### src/rtl/loader_pkg.sv
`default_nettype none
// ============================================================================
// Module      : loader_pkg
// Description : Shared state encoding and frame field widths for imem_loader.
// Revision    : 1.0 - initial release
// ============================================================================
package loader_pkg;

    localparam int c_BYTE_W     = 8;
    localparam int c_LEN_BYTES  = 2;
    localparam int c_WORD_BYTES = 4;
    localparam int c_CHK_BYTES  = 1;
    localparam int c_WORD_W     = c_BYTE_W * c_WORD_BYTES;
    localparam int c_LANE_W     = $clog2(c_WORD_BYTES);

    typedef enum logic [2:0] {
        LEN_LO = 3'd0,
        LEN_HI = 3'd1,
        DATA   = 3'd2,
        CHK    = 3'd3,
        DONE   = 3'd4,
        ERR    = 3'd5
    } state_t;

endpackage
`default_nettype wire

### src/rtl/imem_loader_if.sv
`default_nettype none
// ============================================================================
// Module      : imem_loader_if
// Description : Byte-stream valid/ready channel feeding the loader.
// Revision    : 1.0 - initial release
// ============================================================================
interface imem_loader_if;
    import loader_pkg::*;

    logic                s_valid;
    logic [c_BYTE_W-1:0] s_data;
    logic                s_ready;

    modport master (
        output s_valid,
        output s_data,
        input  s_ready
    );

    modport slave (
        input  s_valid,
        input  s_data,
        output s_ready
    );

endinterface
`default_nettype wire

### src/rtl/imem_loader_packer.sv
`default_nettype none
// ============================================================================
// Module      : byte_word_packer
// Description : Collects four bytes little-endian into a 32-bit word.
// Revision    : 1.0 - initial release
// ============================================================================
module byte_word_packer
    import loader_pkg::*;
(
    input  wire logic                clk,
    input  wire logic                reset,
    input  wire logic                i_accept,
    input  wire logic [c_BYTE_W-1:0] i_data,
    output logic      [c_WORD_W-1:0] o_word,
    output logic                     o_word_done
);

    localparam logic [c_LANE_W-1:0] c_LAST_LANE = c_LANE_W'(c_WORD_BYTES - 1);

    logic [c_LANE_W-1:0]          r_byte_idx;
    logic [c_WORD_W-c_BYTE_W-1:0] r_lane;

    always_ff @(posedge clk or negedge reset) begin
        if (!reset) begin
            r_byte_idx <= '0;
            r_lane     <= '0;
        end else if (i_accept) begin
            case (r_byte_idx)
                2'd0:    r_lane[7:0]   <= i_data;
                2'd1:    r_lane[15:8]  <= i_data;
                2'd2:    r_lane[23:16] <= i_data;
                default: ;
            endcase
            r_byte_idx <= r_byte_idx + c_LANE_W'(1);
        end
    end

    // The top byte is taken straight from the bus so the word is ready on its handshake edge.
    assign o_word      = {i_data, r_lane};
    assign o_word_done = i_accept && (r_byte_idx == c_LAST_LANE);

endmodule
`default_nettype wire

### src/rtl/imem_loader.sv
`default_nettype none
// ============================================================================
// Module      : imem_loader
// Description : Boot loader writing a checksummed byte image into instruction
//               memory while holding the core in reset.
// Revision    : 1.0 - initial release
// ============================================================================
module imem_loader
    import loader_pkg::*;
#(
    parameter int DEPTH_W = 8
)
(
    input  wire logic               clk,
    input  wire logic               reset,
    imem_loader_if.slave            s,
    output logic                    imem_we,
    output logic [63:0]             imem_addr,
    output logic [c_WORD_W-1:0]     imem_wdata,
    output logic                    core_hold,
    output logic                    done,
    output logic                    err,
    output logic [DEPTH_W:0]        words_loaded
);

    localparam logic [31:0] c_MAX_WORDS = 32'd1 << DEPTH_W;

    state_t                  r_state;
    logic                    r_ready;
    logic [15:0]             r_len;
    logic [c_BYTE_W-1:0]     r_sum;
    logic [DEPTH_W:0]        r_word_idx;
    logic                    r_imem_we;
    logic [63:0]             r_imem_addr;
    logic [c_WORD_W-1:0]     r_imem_wdata;
    logic                    r_core_hold;
    logic                    r_done;
    logic                    r_err;

    logic                    w_xfer;
    logic                    w_data_accept;
    logic [15:0]             w_len;
    logic [c_WORD_W-1:0]     w_word;
    logic                    w_word_done;
    logic [DEPTH_W:0]        w_next_idx;
    logic                    w_last_word;

    assign w_xfer        = s.s_valid && r_ready;
    assign w_data_accept = w_xfer && (r_state == DATA);
    assign w_len         = {s.s_data, r_len[7:0]};
    assign w_next_idx    = r_word_idx + (DEPTH_W+1)'(1);
    assign w_last_word   = (32'(w_next_idx) == 32'(r_len));

    byte_word_packer u_packer (
        .clk         (clk),
        .reset       (reset),
        .i_accept    (w_data_accept),
        .i_data      (s.s_data),
        .o_word      (w_word),
        .o_word_done (w_word_done)
    );

    always_ff @(posedge clk or negedge reset) begin
        if (!reset) begin
            r_state      <= LEN_LO;
            r_ready      <= 1'b0;
            r_len        <= '0;
            r_sum        <= '0;
            r_word_idx   <= '0;
            r_imem_we    <= 1'b0;
            r_imem_addr  <= '0;
            r_imem_wdata <= '0;
            r_core_hold  <= 1'b1;
            r_done       <= 1'b0;
            r_err        <= 1'b0;
        end else begin
            r_imem_we <= 1'b0;
            // Ready holds in every accepting state; terminal transitions clear it below.
            r_ready   <= (r_state != DONE) && (r_state != ERR);
            case (r_state)
                LEN_LO: begin
                    if (w_xfer) begin
                        r_len[7:0] <= s.s_data;
                        r_state    <= LEN_HI;
                    end
                end
                LEN_HI: begin
                    if (w_xfer) begin
                        r_len[15:8] <= s.s_data;
                        if (32'(w_len) > c_MAX_WORDS) begin
                            r_state <= ERR;
                            r_err   <= 1'b1;
                            r_ready <= 1'b0;
                        end else if (w_len == 16'd0) begin
                            r_state <= CHK;
                        end else begin
                            r_state <= DATA;
                        end
                    end
                end
                DATA: begin
                    if (w_xfer) begin
                        r_sum <= r_sum + s.s_data;
                        if (w_word_done) begin
                            r_imem_we    <= 1'b1;
                            r_imem_addr  <= 64'({r_word_idx, 2'b00});
                            r_imem_wdata <= w_word;
                            r_word_idx   <= w_next_idx;
                            if (w_last_word) begin
                                r_state <= CHK;
                            end
                        end
                    end
                end
                CHK: begin
                    if (w_xfer) begin
                        r_ready <= 1'b0;
                        if (s.s_data == r_sum) begin
                            r_state     <= DONE;
                            r_done      <= 1'b1;
                            r_core_hold <= 1'b0;
                        end else begin
                            r_state <= ERR;
                            r_err   <= 1'b1;
                        end
                    end
                end
                default: ;
            endcase
        end
    end

    assign s.s_ready    = r_ready;
    assign imem_we      = r_imem_we;
    assign imem_addr    = r_imem_addr;
    assign imem_wdata   = r_imem_wdata;
    assign core_hold    = r_core_hold;
    assign done         = r_done;
    assign err          = r_err;
    assign words_loaded = r_word_idx;

endmodule
`default_nettype wire

### src/flat_wrapper.sv
// flat-port wrapper written by rule: the top's interface ports become plain ports
module imem_loader_flat import loader_pkg::*;
#(
    parameter int DEPTH_W = 8
)
  (clk, reset, imem_we, imem_addr, imem_wdata, core_hold, done, err, words_loaded, s_s_valid, s_s_data, s_s_ready);
  imem_loader_if s_i ();
  input  wire logic clk;
  input  wire logic reset;
  output logic imem_we;
  output logic [63:0] imem_addr;
  output logic [c_WORD_W-1:0] imem_wdata;
  output logic core_hold;
  output logic done;
  output logic err;
  output logic [DEPTH_W:0] words_loaded;
  input wire logic [$bits(s_i.s_valid)-1:0] s_s_valid;
  input wire logic [$bits(s_i.s_data)-1:0] s_s_data;
  output wire logic [$bits(s_i.s_ready)-1:0] s_s_ready;
  assign s_i.s_valid = s_s_valid;
  assign s_i.s_data = s_s_data;
  assign s_s_ready = s_i.s_ready;
  imem_loader #(.DEPTH_W(DEPTH_W)) u_core (.clk(clk), .reset(reset), .s(s_i), .imem_we(imem_we), .imem_addr(imem_addr), .imem_wdata(imem_wdata), .core_hold(core_hold), .done(done), .err(err), .words_loaded(words_loaded));
endmodule
### config.mk
export PLATFORM = sky130hd
export DESIGN_NAME = imem_loader_flat
export DESIGN_NICKNAME = d
export VERILOG_FILES = /design/src/rtl/loader_pkg.sv /design/src/rtl/imem_loader_if.sv /design/src/rtl/imem_loader_packer.sv /design/src/rtl/imem_loader.sv /design/src/flat_wrapper.sv
export SDC_FILE = /design/constraint.sdc
export NUM_CORES = 1
export LEC_CHECK = 0
export ABC_CLOCK_PERIOD_IN_PS = 3000
export CAP_MARGIN = 20
export CORE_AREA = 2 2 105 107
export CTS_CLUSTER_SIZE = 14
export DETAILED_ROUTE_END_ITERATION = 10
export DIE_AREA = 0 0 107 109
export HOLD_SLACK_MARGIN = 0.03
export PLACE_DENSITY_LB_ADDON = 0.3
export RECOVER_POWER = 50
export SLEW_MARGIN = 30
export SYNTH_ARGS = -nofsm -noshare
export SYNTH_HDL_FRONTEND = slang
export SYNTH_SLANG_ARGS = --single-unit
### constraint.sdc
create_clock -name clk -period 3 [get_ports clk]
set_input_delay 0.45 -clock clk [delete_from_list [all_inputs] [get_ports clk]]
set_output_delay 0.45 -clock clk [all_outputs]
set_load 0.05 [all_outputs]
## Yosys cells after proc, flatten, opt, wreduce, memory -nomap -nowiden

Index checks and enable logic that the tools add are counted.

| operators by class | value |
|---|---|
| add/subtract/negate cells | 3 |
| $lt $le $gt $ge | 1 |
| eq/ne operators | 18 |
| multiplexer cells | 22 |
| reductions and logical operators | 19 |

Operator list:

| operator | number |
|---|---|
| $mux 3 | 7 |
| $eq 9x16->1 | 1 |
| $gt 16x9->1 const B | 1 |
| $logic_not 16->1 | 1 |
| $mux 1 | 12 |
| $ne 2x1->1 const B | 6 |
| $pmux 3 s4 | 1 |
| $reduce_and 2->1 | 6 |
| $add 9x1->9 const B | 1 |
| $add 8x8->8 | 1 |
| $eq 8x8->1 | 1 |
| $reduce_and 7->1 | 1 |
| $eq 3x2->1 const B | 2 |
| $ne 3x3->1 const B | 2 |
| $reduce_and 3->1 | 2 |
| $reduce_and 5->1 | 1 |
| $eq 2x2->1 const B | 2 |
| $logic_and 1x1->1 | 4 |
| $ne 2x2->1 const B | 2 |
| $pmux 1 s2 | 2 |
| $reduce_bool 4->1 | 1 |
| $eq 3x1->1 const B | 1 |
| $logic_not 3->1 | 1 |
| $add 2x1->2 const B | 1 |
| other kinds (3) | 3 |

| storage, ports and cells | value |
|---|---|
| register bits after elaboration | 108 |
| input port bits | 11 |
| output and inout bits | 110 |
| word-level logic and storage cells | 79 |

## Longest topological paths before layout

Gate-level depths: netlist (run 1).

| logic depth | value |
|---|---|
| depth in word-level cells | 6 |
| mapped depth | 9 |
| depth with buffers taken out | 9 |

## Cells and area by module

A second synthesis (run 1) with hierarchy kept.

| second synthesis, totals | value |
|---|---|
| cell total of the unflattened synthesis | 514 |
| area, all modules | 5411.4 µm² |

By module, submodules not included:

| module | times used | cells an instance | area an instance (µm²) | seq. area each (µm²) |
|---|---|---|---|---|
| imem_loader | 1 | 442 | 4186.5 | 2053.2 |
| byte_word_packer | 1 | 72 | 1224.9 | 650.6 |

## Least setup slack after synthesis (run 1)

No wires, ideal clock.

| path | value |
|---|---|
| path kind | input port to flip-flop |
| from | in s_s_data[1] |
| to | reg u_core.r_sum[7] |
| setup time | 79 ps |
| data arrival time | 2094 ps |
| data required time | 2921 ps |
| slack | 826 ps |
| stages | 7 |
| path buffers | 0 |
| cells stage by stage | ha_1 a211oi_1 o21ai_0 a2111oi_0 nor4_1 nor3_1 xor2_1 |

| between the ends | value |
|---|---|
| cells in the longest elaborated chain, start to end | 1 |

Ends and longest elaborated chain:

| what | RTL line | source |
|---|---|---|
| start: declaration | flat_wrapper.sv:18 | `input wire logic [$bits(s_i.s_data)-1:0] s_s_data;` |
| $add 8x8->8 | imem_loader.sv:103 | `r_sum <= r_sum + s.s_data;` |
| end signal: assignment | imem_loader.sv:103 |  |
| end: declaration | imem_loader.sv:31 | `logic [c_BYTE_W-1:0] r_sum;` |

Every way passes these cells.
A chain may end at the register's enable or synchronous reset.

## Final worst setup path (run 1)

Same ends and word-level chain as after synthesis.

==> impl_metrics.yaml, run 1 <==
run_status:
  status: "finished with violations"
  violations: "max-capacitance violations, max-slew violations"
sta:
  setup_violations: 0
  hold_violations: 0
  fin_crit_sh: 0.867
  slew_violations: 42
  period_needed_ns: 2.60
  finalSetupTns_ns: 0
  fmax_ghz: 0.384
  slew_headroom: -0.610
  hold-worst-slack_ns: 0.473
  rsz0062_at_grt: "false"
  tightest_slew_ns: 2.42
  skew_ns: 0.00898
  worst_slack_ns: 0.398
job:
  cap_violations: 1
critical_path:
  cp.required_ns: 3.30
  worstPathArrival_ns: 2.90
  crit_end: "u_core.r_sum[7]$_DFFE_PN0P_"
  r2r_setup_slack_ns: 0.55
  reg2reg_from: "u_core.r_sum[1]$_DFFE_PN0P_"
  regToRegEndpoint: "u_core.r_sum[7]$_DFFE_PN0P_"
  critPathLaunch: "s_s_data[1]"
  critPathCaptureType: "register"
  cp_max_fo: 3
  reg2reg_depth: 7
  crit_path_start_kind: "primary input"
  cp_slowest_cell: "a2111oi_0"
  path_class: "primary input to register"
  path_cells: "clkdlybuf4s50_1 > ha_1 > a211oi_1 > o21ai_0 > a2111oi_0 > nor4_1 > nor3_1 > xor2_1"
  slowest_delay_ns: 0.57
power_and_ir_drop:
  vdd_drop_max_uv: 320
  pwr_density_cell_mw_per_mm2: 529
  p_leak_nw: 2.92
synth:
  synthDistinctLibCells: 42
  syn_avg_cell_area_um2: 10.3
  syn_area_mm2: 0.00512
  synth_top_area_share: 0.523
  synth_edf_count: 0
  netlist_instances: 498
  synth_ff_type: "dfrtp_1"
  ys_ff_latch: 108
  seq_area_frac_synth: 0.528
  yosysTopAreaCell: "dfrtp_1"
  ys_top_cells_by_area: "dfrtp_1, nand2_1, mux2_2"
  ys_async_sr_fraction: 1.00
  yosys_warnings: 0
clock_network:
  path_clk_slew_ns: 0.10
  htree_levels: 3
  cts.root.buffer_cell: "clkbuf_8"
  cts_resized: 0
  cts.sink_count: 108
  numCtsBuffers: 9
  worstSkewPairLatency_ns: 0.37
  cts_tree: "done"
  cts_hold_buffers: 0
  postCtsSetupRepairBufs: 0
  cts_buffer_depth: 2
final_layout:
  fill_cells: 931
  nets: 594
  layout_commonest_cell: "nand2_1"
  diodes: 0
  register_area_mm2: 0.00270
  multi_input_area_mm2: 0.00208
  area_growth_pct: 15.7
  drive_above_1_share: 0.120
  layout_common_cells: "nand2_1, dfrtp_1, clkdlybuf4s50_1"
global_routing:
  overflow: 0
  antenna_found_initial: 0
  grt_pass1_wl_um: 16600
  grt_pass1_vias: 3324
  grt_max_degree: 68
  grt_use_total: 0.187
placement:
  gp_congestion: 0.847
  dp_hpwl_um: 7190
  place_ws_ns: 0.0881
  portBuffers: 65
routing:
  dr.first_iter.drc_count: 131
  routed_wl_um: 10200
  drtPass1Iterations: 4
  drcViolationCount: 0
  ant_nets: 0
  vias: 3499
  wire_per_inst_um: 14.2
  vias_per_cell: 4.89
die:
  io_pins: 121
  coreArea_mm2: 0.0106
  initial_core_util: 0.483
  num_rows: 38
  die_h_um: 109
  die-area_mm2: 0.0117
  die_w_um: 107
min_path:
  min_path_type: "register to register"
-- logic make-up (layout without fill, tap and decap cells) --
kind of cell | after synthesis | in the layout | synth area share
buffers and inverters | 82 | 105 | 0.101
AO/OA/AOI/OAI | 42 | 42 | 0.0508
AND/OR/NAND/NOR | 189 | 189 | 0.159
flip-flops | 108 | 108 | 0.528
XOR/XNOR | 23 | 23 | 0.0394
other | 1 | 55 | 0.000733
adder cells (fa/ha/maj) | 13 | 13 | 0.0332
multiplexers | 40 | 40 | 0.0875
-- final cells by class --
class	instances	area share
inverters	10	0.00634
repair buffers	79	0.126
multi-input cells	362	0.351
clock buffers	11	0.0239
clock inverters	5	0.00613
well taps	140	0.0296
flip-flops and latches	108	0.457
-- power by group --
| part | leakage [nW] | switching (mW) | total [mW] | internal [mW] |
|---|---|---|---|---|
| Clock | 0.0820 | 0.486 | 0.812 | 0.326 |
| Sequential | 1.46 | 0.125 | 1.71 | 1.59 |
| Combinational | 1.38 | 0.385 | 0.607 | 0.222 |
| Total | 2.92 | 0.996 | 3.13 | 2.13 |
-- Yosys cell counts (4+ instances only) --
cell type	n
nand4_1	4
xnor2_1	14
o21ai_0	20
clkbuf_1	15
buf_4	55
ha_1	12
nand2_1	142
mux2_2	38
nor4_1	10
inv_1	9
a211oi_1	4
a21oi_1	4
nor3_1	6
nor2b_1	4
xor2_1	9
nor2_1	11
dfrtp_1	107
-- worst min path at each step --
stage	depth (start not counted)	endpoint	from
6_report	2	u_core.imem_wdata[5]$_DFFE_PN0P_	u_core.u_packer.r_lane[5]$_DFFE_PN0P_
5_1_grt	2	u_core.imem_wdata[16]$_DFFE_PN0P_	u_core.u_packer.r_lane[16]$_DFFE_PN0P_
4_1_cts	1	u_core.imem_wdata[22]$_DFFE_PN0P_	reset
3_5_place_dp	2	u_core.imem_wdata[0]$_DFFE_PN0P_	u_core.u_packer.r_lane[0]$_DFFE_PN0P_
3_3_place_gp	2	u_core.imem_wdata[20]$_DFFE_PN0P_	u_core.u_packer.r_lane[20]$_DFFE_PN0P_
2_1_floorplan	0	u_core.done$_DFFE_PN0P_	reset
-- sequential cells by signal, summed over array words and instances (netlist names) --
signal and count:
u_core.s.s_ready 1, u_core.imem_addr 9, u_core.u_packer.r_lane 24, u_core.done 1, u_core.imem_we 1, u_core.r_state 3
u_core.core_hold 1, u_core.r_len 16, u_core.words_loaded 9, u_core.u_packer.r_byte_idx 2, u_core.err 1, u_core.imem_wdata 32
u_core.r_sum 8
-- metrics by stage --
step / utilization / area, µm² / std cells / power (mW)
global route: 0.559 / 5920 / 715 / 3.29
global placement: 0.545 / 5780 / 699 / 2.34
detailed placement: 0.545 / 5780 / 699 / 2.36
CTS: 0.562 / 5960 / 715 / 3.17
finish: 0.559 / 5920 / 715 / 3.13
floorplan: - / 5320 / 552 / 2.24
-- critical path: cells and delay by family --
kind	cells	cell delay [ns]
AO/OA/AOI/OAI	3	1.06
buffers and inverters	1	0.46
XOR/XNOR	1	0.19
AND/OR/NAND/NOR	2	0.38
adder cells (fa/ha/maj)	1	0.36
-- layer usage --
layer / vias to the layer above / track usage / routed length (µm)
li1: 1678 / - / -
met4: 0 / 0.0928 / 246
met2: 101 / 0.296 / 4940
met3: 18 / 0.0269 / 378
met1: 1702 / 0.253 / 4590
met5: - / 0 / 0
Note: power is estimated with default switching activity, not from simulation.
==> inputs of run 2 (changes only) <==
Settings changed: CORE_AREA 2 2 105 107 to 2 2 117 96, DIE_AREA 0 0 107 109 to 0 0 119 98.
==> impl_metrics.yaml, run 2 (same netlist as run 1, synthesis figures left out) <==
run_status:
  status: "complete, no violations"
final_layout:
  register_area_mm2: 0.00270
  fill_cells: 909
  multi_input_area_mm2: 0.00208
  drive_above_1_share: 0.118
  area_growth_pct: 17.3
  largest_reg_flops: 32
  diodes: 0
  nets: 593
  layout_common_cells: "nand2_1, dfrtp_1, clkdlybuf4s50_1"
  final_core_util: 0.567
  layout_commonest_cell: "nand2_1"
global_routing:
  antenna_found_initial: 0
  met3_usage: 0.0496
  grt_most_used_layer: "met2"
  grt_max_degree: 60
  grt_pass1_vias: 3445
  gr-usage-met1: 0.260
  overflow: 0
  met2_usage: 0.286
  grt_use_total: 0.185
  grt_pass1_wl_um: 17000
sta:
  slew_violations: 0
  rsz0062_at_grt: "false"
  hold-worst-slack_ns: 0.341
  hold_violations: 0
  setup_violations: 0
  slew_headroom: 0.0304
  fmax_ghz: 0.374
  tightest_slew_ns: 1.45
  fin_crit_sh: 0.890
  period_needed_ns: 2.67
  finalSetupTns_ns: 0
  skew_ns: 0.0103
clock_network:
  htree_levels: 3
  cts.root.buffer_cell: "clkbuf_16"
  postCtsSetupRepairBufs: 0
  cts.sink_count: 108
  numCtsBuffers: 9
  cts_hold_buffers: 0
  cts_resized: 0
  path_clk_slew_ns: 0.07
  cts_buffer_depth: 2
  cts_tree: "done"
  worstSkewPairLatency_ns: 0.35
die:
  die_w_um: 119
  die_h_um: 98
  die-area_mm2: 0.0117
  io_pins: 121
  initial_core_util: 0.483
  num_rows: 34
  coreArea_mm2: 0.0106
placement:
  gp_congestion: 0.876
  portBuffers: 65
  dp_hpwl_um: 7310
routing:
  drcViolationCount: 0
  dr.first_iter.drc_count: 205
  vias: 3482
  vias_per_cell: 4.85
  routed_wl_um: 10400
  drtPass1Iterations: 4
  ant_nets: 0
  wire_per_inst_um: 14.4
critical_path:
  cp_max_fo: 5
  worstPathArrival_ns: 2.94
  path_class: "primary input to register"
  cp.required_ns: 3.27
  reg2reg_from: "u_core.r_sum[1]$_DFFE_PN0P_"
  critPathCaptureType: "register"
  crit_path_start_kind: "primary input"
  critPathLaunch: "s_s_data[1]"
power_and_ir_drop:
  vdd_drop_max_uv: 319
  p_leak_nw: 2.97
  pwr_density_cell_mw_per_mm2: 572
job:
  cap_violations: 0
min_path:
  min_path_type: "primary input to asynchronous set/reset pin"
[run 2: cell types whose count changed in the layout (fill, tap and decap cells not counted), sizes merged]
| cell | before | now |
|---|---|---|
| buf | 10 | 7 |
| clkinv | 1 | 4 |
| clkinvlp | 3 | 0 |
| clkbuf | 16 | 17 |
| clkdlybuf4s50 | 62 | 61 |
| dlygate4sd3 | 2 | 3 |
| inv | 11 | 12 |
[run 2: final cells by class]
cell class,count,share of cell area
multi-input cells,362,0.346
clock buffers,10,0.0381
repair buffers,78,0.120
well taps,144,0.0300
inverters,10,0.00625
clock inverters,6,0.00813
flip-flops and latches,108,0.450
[run 2: critical path, cell delays in order]
cell	delay, ns
clkdlybuf4s50_1	0.51
ha_1	0.36
a211oi_1	0.30
o21ai_0	0.18
a2111oi_0	0.60
nor4_1	0.12
nor3_1	0.24
xor2_1	0.17
[run 2: path summary, 6_finish.rpt]
path / depth (start not counted) / slack, ns / to
worst min register to register: 2 / 0.47 / u_core.imem_wdata[21]$_DFFE_PN0P_
worst max register to register: 7 / 0.58 / u_core.r_sum[7]$_DFFE_PN0P_
worst max-delay path: 8 / 0.33 / u_core.r_sum[7]$_DFFE_PN0P_
worst min-delay path: 1 / 0.34 / u_core.imem_addr[10]$_DFFE_PN0P_
min in group clk: 2 / 0.47 / u_core.imem_wdata[21]$_DFFE_PN0P_
max in group asynchronous: 2 / 0.63 / u_core.u_packer.r_lane[14]$_DFFE_PN0P_
[run 2: report_power, final]
group	switching, mW	leakage (nW)	internal [mW]
clock network	0.538	0.137	0.572
logic	0.384	1.37	0.219
registers	0.131	1.46	1.59
total	1.05	2.97	2.38
[run 2: routing by layer]
metal	part of all wire	wire, µm	up-vias
li1	-	-	1679
met1	0.47	4920	1691
met2	0.46	4760	96
met3	0.049	505	16
met4	0.017	175	0
met5	0	0	-
[run 2: stage by stage]
step	area (µm²)	std cells	total power, mW	worst slack [ns]
2_1_floorplan	5320	552	2.24	0.826
3_3_place_gp	5780	702	2.34	0.169
3_5_place_dp	5780	702	2.36	0.0240
4_1_cts	6060	718	3.47	0.374
5_1_grt	6000	718	3.58	0.0749
6_report	6000	718	3.43	0.330
==> inputs of run 3 (changes only) <==
Settings changed: REMOVE_ABC_BUFFERS set to 1.
==> impl_metrics.yaml, run 3 (same netlist as run 1, synthesis figures left out) <==
run_status:
  status: "complete, no violations"
clock_network:
  cts_tree: "done"
  path_clk_slew_ns: 0.07
  cts_resized: 0
  postCtsSetupRepairBufs: 0
  cts.sink_count: 108
  cts_buffer_depth: 2
  worstSkewPairLatency_ns: 0.34
  htree_levels: 3
  numCtsBuffers: 9
  cts.root.buffer_cell: "clkbuf_16"
  cts_hold_buffers: 0
final_layout:
  largest_reg_flops: 32
  multi_input_area_mm2: 0.00208
  fill_cells: 940
  layout_common_cells: "nand2_1, dfrtp_1, conb_1"
  post-route-cell-area_mm2: 0.00602
  drive_above_1_share: 0.117
  area_growth_pct: 17.6
  register_area_mm2: 0.00270
  diodes: 0
  final_core_util: 0.568
  nets: 592
  layout_commonest_cell: "nand2_1"
power_and_ir_drop:
  power.share.clock: 0.320
  pwr_density_cell_mw_per_mm2: 569
  seqPwrFrac: 0.502
  combinationalPowerShare: 0.177
  vdd_drop_max_uv: 379
  p_sw_mw: 1.02
  swShare: 0.299
  p_leak_nw: 2.99
  power.internal_mw: 2.40
placement:
  dp_hpwl_um: 7260
  placed_area_mm2: 0.00577
  gp_congestion: 0.897
  portBuffers: 65
global_routing:
  grt_max_degree: 59
  overflow: 0
  grt_pass1_wl_um: 16600
  grt_pass1_vias: 3298
  grt_use_total: 0.179
  antenna_found_initial: 0
routing:
  ant_nets: 0
  wl_met3_um: 508
  wire_per_inst_um: 14.1
  drcViolationCount: 0
  routed_wl_um: 10100
  dr.first_iter.drc_count: 306
  met1_length_um: 4790
  drtPass1Iterations: 4
  vias: 3489
  top_layer_used: "met4"
  vias_per_cell: 4.87
  wl_met2_um: 4680
die:
  num_rows: 34
  die_h_um: 98
  die_w_um: 119
  coreArea_mm2: 0.0106
  io_pins: 121
  initial_core_util: 0.483
  die-area_mm2: 0.0117
sta:
  slew_violations: 0
  hold-worst-slack_ns: 0.402
  skew_ns: 0.00586
  tightest_slew_ns: 1.33
  fin_crit_sh: 0.850
  rsz0062_at_grt: "false"
  fmax_ghz: 0.392
  period_needed_ns: 2.55
  slew_headroom: 0.114
  hold_violations: 0
  setup_violations: 0
critical_path:
  worstPathArrival_ns: 2.81
  crit_path_start_kind: "primary input"
  path_class: "primary input to register"
  cp.required_ns: 3.26
  critPathCaptureType: "register"
  cp_max_fo: 3
job:
  cap_violations: 0
min_path:
  min_path_type: "primary input to asynchronous set/reset pin"
[run 3: cell count changes in the layout (fill, tap and decap cells not counted)]
cell | before | now
clkinv_4 | 3 | 0
nor4_1 | 12 | 11
buf_12 | 0 | 1
clkbuf_8 | 0 | 1
clkinvlp_4 | 0 | 1
clkbuf_2 | 3 | 1
dlygate4sd3_1 | 3 | 10
clkdlybuf4s50_1 | 61 | 54
nor4_2 | 0 | 1
nand2_1 | 142 | 143
buf_4 | 7 | 9
inv_6 | 2 | 1
nand2_2 | 1 | 0
[run 3: worst max-delay path, stage by stage]
cell and delay, ns:
clkdlybuf4s50_1 0.45, ha_1 0.34, a211oi_1 0.29, o21ai_0 0.16, a2111oi_0 0.59, nor4_1 0.13
nor3_1 0.24, xor2_1 0.16
[run 3: through the flow]
step	TNS (ns)	total power [mW]	setup slack [ns]	std cells
4_1_cts	0	3.46	0.479	717
3_5_place_dp	0	2.36	0.128	701
6_report	0	3.42	0.451	717
2_1_floorplan	-0.00127	2.18	-0.00127	480
5_1_grt	0	3.58	0.274	717
3_3_place_gp	0	2.33	0.192	701
[run 3: path summary, 6_finish.rpt]
check | start | end | slack (ns) | cells after the start
min reg2reg | u_core.u_packer.r_lane[3]$_DFFE_PN0P_ | u_core.imem_wdata[3]$_DFFE_PN0P_ | 0.46 | 2
max | s_s_data[1] | u_core.r_sum[7]$_DFFE_PN0P_ | 0.45 | 8
max in group asynchronous | reset | u_core.u_packer.r_lane[2]$_DFFE_PN0P_ | 1.68 | 2
max reg2reg | u_core.r_sum[1]$_DFFE_PN0P_ | u_core.r_sum[7]$_DFFE_PN0P_ | 0.64 | 7
min | reset | u_core.imem_wdata[14]$_DFFE_PN0P_ | 0.40 | 1
min in group clk | u_core.u_packer.r_lane[3]$_DFFE_PN0P_ | u_core.imem_wdata[3]$_DFFE_PN0P_ | 0.46 | 2
[run 3: layout make-up]
cell class / count / share of cell area
clock inverter: 3 / 0.00354
tap: 144 / 0.0299
inverter: 10 / 0.00624
timing repair buffer: 77 / 0.123
sequential: 108 / 0.449
clock buffer: 13 / 0.0416
multi-input combinational: 362 / 0.346
[run 3: routing by layer]
layer / GRT usage / vias to the layer above
li1: - / 1681
met5: 0 / -
met1: 0.257 / 1682
met4: 0.0632 / 0
met2: 0.278 / 114
met3: 0.0292 / 12
[run 3: power groups by stage]
stage / clock network, mW / registers, mW / logic, mW
global placement: 0 / 1.74 / 0.597
floorplan: 0 / 1.76 / 0.414
global route: 1.19 / 1.74 / 0.656
detailed placement: 0 / 1.75 / 0.611
finish: 1.10 / 1.72 / 0.606
CTS: 1.12 / 1.72 / 0.615
==> patch 1 (flow settings as in run 1) <==
`DEPTH_W` is set to 8 in 2 places; all go to 6.
--- a/src/rtl/imem_loader.sv
+++ b/src/rtl/imem_loader.sv
@@ -9,5 +9,5 @@
     import loader_pkg::*;
 #(
-    parameter int DEPTH_W = 8
+    parameter int DEPTH_W = 6
 )
 (
--- a/src/flat_wrapper.sv
+++ b/src/flat_wrapper.sv
@@ -2,5 +2,5 @@
 module imem_loader_flat import loader_pkg::*;
 #(
-    parameter int DEPTH_W = 8
+    parameter int DEPTH_W = 6
 )
   (clk, reset, imem_we, imem_addr, imem_wdata, core_hold, done, err, words_loaded, s_s_valid, s_s_data, s_s_ready);
Ports: changed (resized words_loaded); port bits go from 121 to 119. The function was not compared with the original's and may differ.
==> patch 1 against run 1 <==
Final area is 2.0% lower; die area stayed put; worst setup slack better by 0.19 ns; core utilization is 1.1 points lower; register-to-register slack better by 0.30 ns; sequential cell count is 4 lower; routed wire length is 4.7% lower; power is 14% lower; final cell count is 11% lower; area after synthesis is 1.1% lower.
==> patch 1: results (changes against run 1) <==
Run status
  • Status: finished, final reports clean (was finished, violations left)

Drt
  • Total via count in the routed design: 3152 (was 3499)
  • Overall routed net length: 9680 µm (was 10200 µm)
  • First-iteration detailed-routing DRC count: 118 (was 131)
  • Total iterations of the first detailed-routing run: 4 (unchanged)

Clocking
  • CTS H-Tree Depth: 3 (unchanged)
  • PostCTS Resize Cnt: 0 (unchanged)
  • Later-pin clock latency in the skew report: 0.38 ns
  • Number of buffers between clock root and the deepest sink: 2 (unchanged)
  • Number of CTS-inserted buffers: 9 (unchanged)
  • Clock transition at the registers of the reported paths: 0.11 ns
  • Setup fix buffers added after clock tree synthesis: 0 (unchanged)
  • Buffer type at the clock tree root: clkbuf_8 (unchanged)

Placement
  • Number of buffers added on ports: 61 (was 65)
  • Area post-placement: 5650 µm² (was 5780 µm²)
  • Placer's final routability congestion estimate: 0.795 (was 0.847)
  • Dpl cells: 618 (was 699)
  • Post-detail-place hpwl: 6900 µm (was 7190 µm)

Finish
  • Max reg flops: 32 (unchanged)
  • Nets: 513 (was 594)
  • Inserted Diodes: 0 (unchanged)
  • Fill cell instance count of the final layout: 935 (was 931)
  • Share of post-route cells with drive strength above 1: 21.3% (was 12.0%)
  • Non-filler instance count after layout: 634 (was 715)

Critical path
  • R2R depth: 6 (was 7)
  • Largest fanout on the critical path: 6 (was 3)
  • Worst path arrival time: 2.69 ns (was 2.90 ns)

Global routing
  • Global-route wire length before repair: 15600 µm (was 16600 µm)
  • Vias in the first global route: 3022 (was 3324)
  • GRT Overall Usage: 17.4% (was 18.7%)
  • Maximum number of pins on one net before global-route repair: 56 (was 68)
  • Antenna violations before repair: 0 (unchanged)

Yosys
  • Sequential share of the synthesized area: 51.4% (was 52.8%)
  • Yosys cell types: 53 (was 42)
  • Yosys synthesis warning count: 0 (unchanged)
  • Top cell types by occurrence after synthesis: dfrtp_1 (103), mux2_2 (73), buf_4 (59), nand2_1 (24), o21ai_0 (14) (was nand2_1 (142), dfrtp_1 (107), buf_4 (55), mux2_2 (38), o21ai_0 (20))
  • Most area-consuming cells after synthesis: dfrtp_1 (51%), mux2_2 (16%), buf_4 (8.7%), ha_1 (3.0%), xnor2_1 (1.9%) (was dfrtp_1 (52%), nand2_1 (10%), mux2_2 (8.4%), buf_4 (8.1%), ha_1 (2.9%))
  • Post-Synthesis Cells: 422 (was 498)
  • FFs w/ async S/R, synth: 100% (unchanged)

Timing
  • Clock Skew: 0.0144 ns (was 0.00898 ns)
  • Least-Margin Pin Slew: 1.34 ns (was 2.42 ns)

Min path
  • HP Class: in2async (was reg2reg)

Power
  • Leakage Power: 2.81 nW (was 2.92 nW)
  • Worst vdd rail ir drop: 0.208 mV (was 0.320 mV)
-- patch 1: routing by layer --
metal  global-route usage, %  up-vias  wire, µm
met4                    7.42        0       189
met2                    28.2       72      4910
met5                       0        -         0
li1                        -     1485         -
met3                    3.47       17       312
met1                    22.9     1578      4270
-- patch 1: critical path: stages --
cell and delay (ns):
clkdlybuf4s50_1 0.52, ha_1 0.38, a211oi_2 0.22, o21ai_1 0.14
a2111o_1 0.46, a2111o_1 0.40, o211ai_1 0.12
-- patch 1: through the flow --
stage	utilization [%]	hold slack, ns	setup WS (ns)
floorplan	-	0.154	0.984
global placement	53.3	0.456	0.347
detailed placement	53.3	0.464	0.227
CTS	55.1	0.129	0.612
global route	54.7	0.461	0.276
finish	54.7	0.358	0.592
-- patch 1: cell families after synthesis --
kind of cell / share of synthesized area [%]
buffers and inverters: 11.1
adder cells (fa/ha/maj): 3.36
AO/OA/AOI/OAI: 6.10
XOR/XNOR: 3.29
multiplexers: 16.7
flip-flops: 51.4
other: 0.0741
AND/OR/NAND/NOR: 8.03
-- patch 1: final cells by class --
cell class / count / area share [%]
inverter: 14 / 0.906
clock buffer: 10 / 2.20
tap: 140 / 3.02
clock inverter: 6 / 1.08
multi-input combinational: 287 / 36.2
sequential: 104 / 44.9
timing repair buffer: 73 / 11.7
-- patch 1: path summary, 6_finish.rpt --
path	from	to	slack (ns)
max	s_s_data[1]	u_core.r_sum[7]	0.59
min in group clk	u_core.err	u_core.err	0.47
min reg2reg	u_core.err	u_core.err	0.47
max in group asynchronous	reset	u_core.words_loaded[4]	0.75
max reg2reg	u_core.r_sum[1]	u_core.r_sum[7]	0.85
min	reset	u_core.imem_wdata[20]	0.36
-- patch 1: report_power, final --
group	switching, mW	leakage (nW)	total, mW	internal [mW]
clock	0.518	0.0961	0.842	0.324
sequential	0.0394	1.40	1.50	1.46
combinational	0.262	1.31	0.346	0.0841
total	0.819	2.81	2.69	1.87
==> patch 2 (flow settings as in run 1) <==
Without the edit above. Put one more register stage on the output `err`, with the module's reset. The value now appears one clock later. The other outputs are not delayed to match.
--- a/src/rtl/imem_loader.sv
+++ b/src/rtl/imem_loader.sv
@@ -137,5 +137,11 @@
     assign core_hold    = r_core_hold;
     assign done         = r_done;
-    assign err          = r_err;
+    always_ff @(posedge clk or negedge reset) begin
+        if (!reset) begin
+            err <= '0;
+        end else begin
+            err <= r_err;
+        end
+    end
     assign words_loaded = r_word_idx;
 
Check against the original RTL: not equivalent (Yosys sat finds a counterexample within 4 cycles, from zero or initial values and one cycle with reset low).
==> patch 2 against run 1 <==
Power rose by 9.4%; area after synthesis is 0.76% higher; worst setup slack lost 0.0093 ns; sequential share of layout area is 0.47 points lower; routed wire length decreased by 3.7%; core utilization grew 1.1 points; final area grew 2.0%; sequential cell count grew 1; largest cell class unchanged.
==> patch 2: results (changes against run 1) <==
Global routing
  • Vias in the first global route: 3125 (was 3324)
  • Global-route wire length before repair: 16200 µm (was 16600 µm)
  • GRT Overall Usage: 18.0% (was 18.7%)
  • Maximum number of pins on one net before global-route repair: 58 (was 68)

Critical path
  • Worst path arrival time: 2.91 ns (was 2.90 ns)
  • Worst path slowest cell: dlygate4sd3_1 (was a2111oi_0)
  • Worst path max stage delay: 0.60 ns (was 0.57 ns)

Drt
  • First-iteration detailed-routing DRC count: 149 (was 131)
  • Average detailed-routed wire length per instance: 15.2 µm (was 14.2 µm)
  • Total via count in the routed design: 3247 (was 3499)

Timing
  • Clock Skew: 0.0147 ns (was 0.00898 ns)
  • Least-Margin Pin Slew: 1.34 ns (was 2.42 ns)

Min path
  • HP Class: in2async (was reg2reg)

Yosys
  • Top cell types by occurrence after synthesis: dfrtp_1 (108), mux2_2 (73), buf_4 (55), nand2_1 (32), o21ai_0 (21) (was nand2_1 (142), dfrtp_1 (107), buf_4 (55), mux2_2 (38), o21ai_0 (20))
  • Yosys cell types: 46 (was 42)
  • Sequential share of the synthesized area: 52.9% (was 52.8%)

Power
  • Switching part of the total: 33.2% (was 31.8%)
  • Sequential share of power: 51.7% (was 54.7%)
  • Worst vdd rail ir drop: 0.407 mV (was 0.320 mV)
  • Reported combinational group power: 0.700 mW (was 0.607 mW)
  • Leakage Power: 2.87 nW (was 2.92 nW)

Placement
  • Post-placement setup slack: 0.162 ns (was 0.0881 ns)
  • Area post-placement: 5830 µm² (was 5780 µm²)
  • Dpl cells: 626 (was 699)
  • Post-detail-place hpwl: 6860 µm (was 7190 µm)
  • Number of buffers added on ports: 65 (unchanged)
  • Placer's final routability congestion estimate: 0.862 (was 0.847)

Finish
  • Final core occ: 57.0% (was 55.9%)
  • Nets: 521 (was 594)
  • Fill cell instance count of the final layout: 890 (was 931)
  • Inserted Diodes: 0 (unchanged)
  • Share of post-route cells with drive strength above 1: 20.9% (was 12.0%)
  • Non-filler instance count after layout: 642 (was 715)

Clocking
  • Clock transition at the registers of the reported paths: 0.12 ns (was 0.10 ns)

Run status
  • Status: finished, final reports clean (was finished, violations left)
[patch 2: changes by cell type after synthesis, moves of 3 or more]
cell,change
nand2_1,-110
mux2_2,+35
clkbuf_1,-9
nor2_1,-6
and3_1,+3
buf_2,+3
inv_1,+3
nor3_1,-3
[patch 2: per-layer routing]
metal | track usage (%) | share of wire (%)
met1 | 25.9 | 46
met2 | 28.3 | 49
met3 | 2.69 | 4.1
met4 | 5.94 | 1.2
met5 | 0 | 0
[patch 2: worst paths after layout]
kind | slack [ns] | cells past startpoint | to | start
setup reg to reg | 0.69 | 7 | u_core.r_sum[7] | u_core.r_sum[1]
max in group asynchronous | 1.73 | 2 | u_core.imem_wdata[27] | reset
hold reg to reg | 0.39 | 0 | u_core.err | u_core.r_err
hold / removal | 0.34 | 1 | u_core.imem_wdata[21] | reset
setup / recovery | 0.39 | 8 | u_core.r_sum[7] | s_s_data[1]
min in group clk | 0.39 | 0 | u_core.err | u_core.r_err
[patch 2: cell type report]
cell class,instances,share of cell area [%]
Clock buffer,9,2.05
Inverter,12,0.746
Clock inverter,7,1.72
Multi-Input combinational cell,288,35.2
Tap cell,140,2.90
Sequential cell,109,45.2
Timing Repair Buffer,77,12.2
[patch 2: cell families (layout without fill, tap and decap cells)]
group                    Yosys count  after routing  synth area share (%)
multiplexers                      74             74                  16.2
XOR/XNOR                          23             23                  3.91
buffers and inverters             78            105                  9.80
AND/OR/NAND/NOR                   76             76                  8.15
flip-flops                       109            109                  52.9
other                              1             55                0.0727
adder cells (fa/ha/maj)           14             14                  3.49
AO/OA/AOI/OAI                     46             46                  5.51
[patch 2: metrics by stage]
step	power [mW]	hold WS, ns
after floorplan	2.34	0.154
after global placement	2.47	0.372
after detailed placement	2.49	0.371
after CTS	3.45	0.110
after global routing	3.59	0.417
final	3.42	0.338
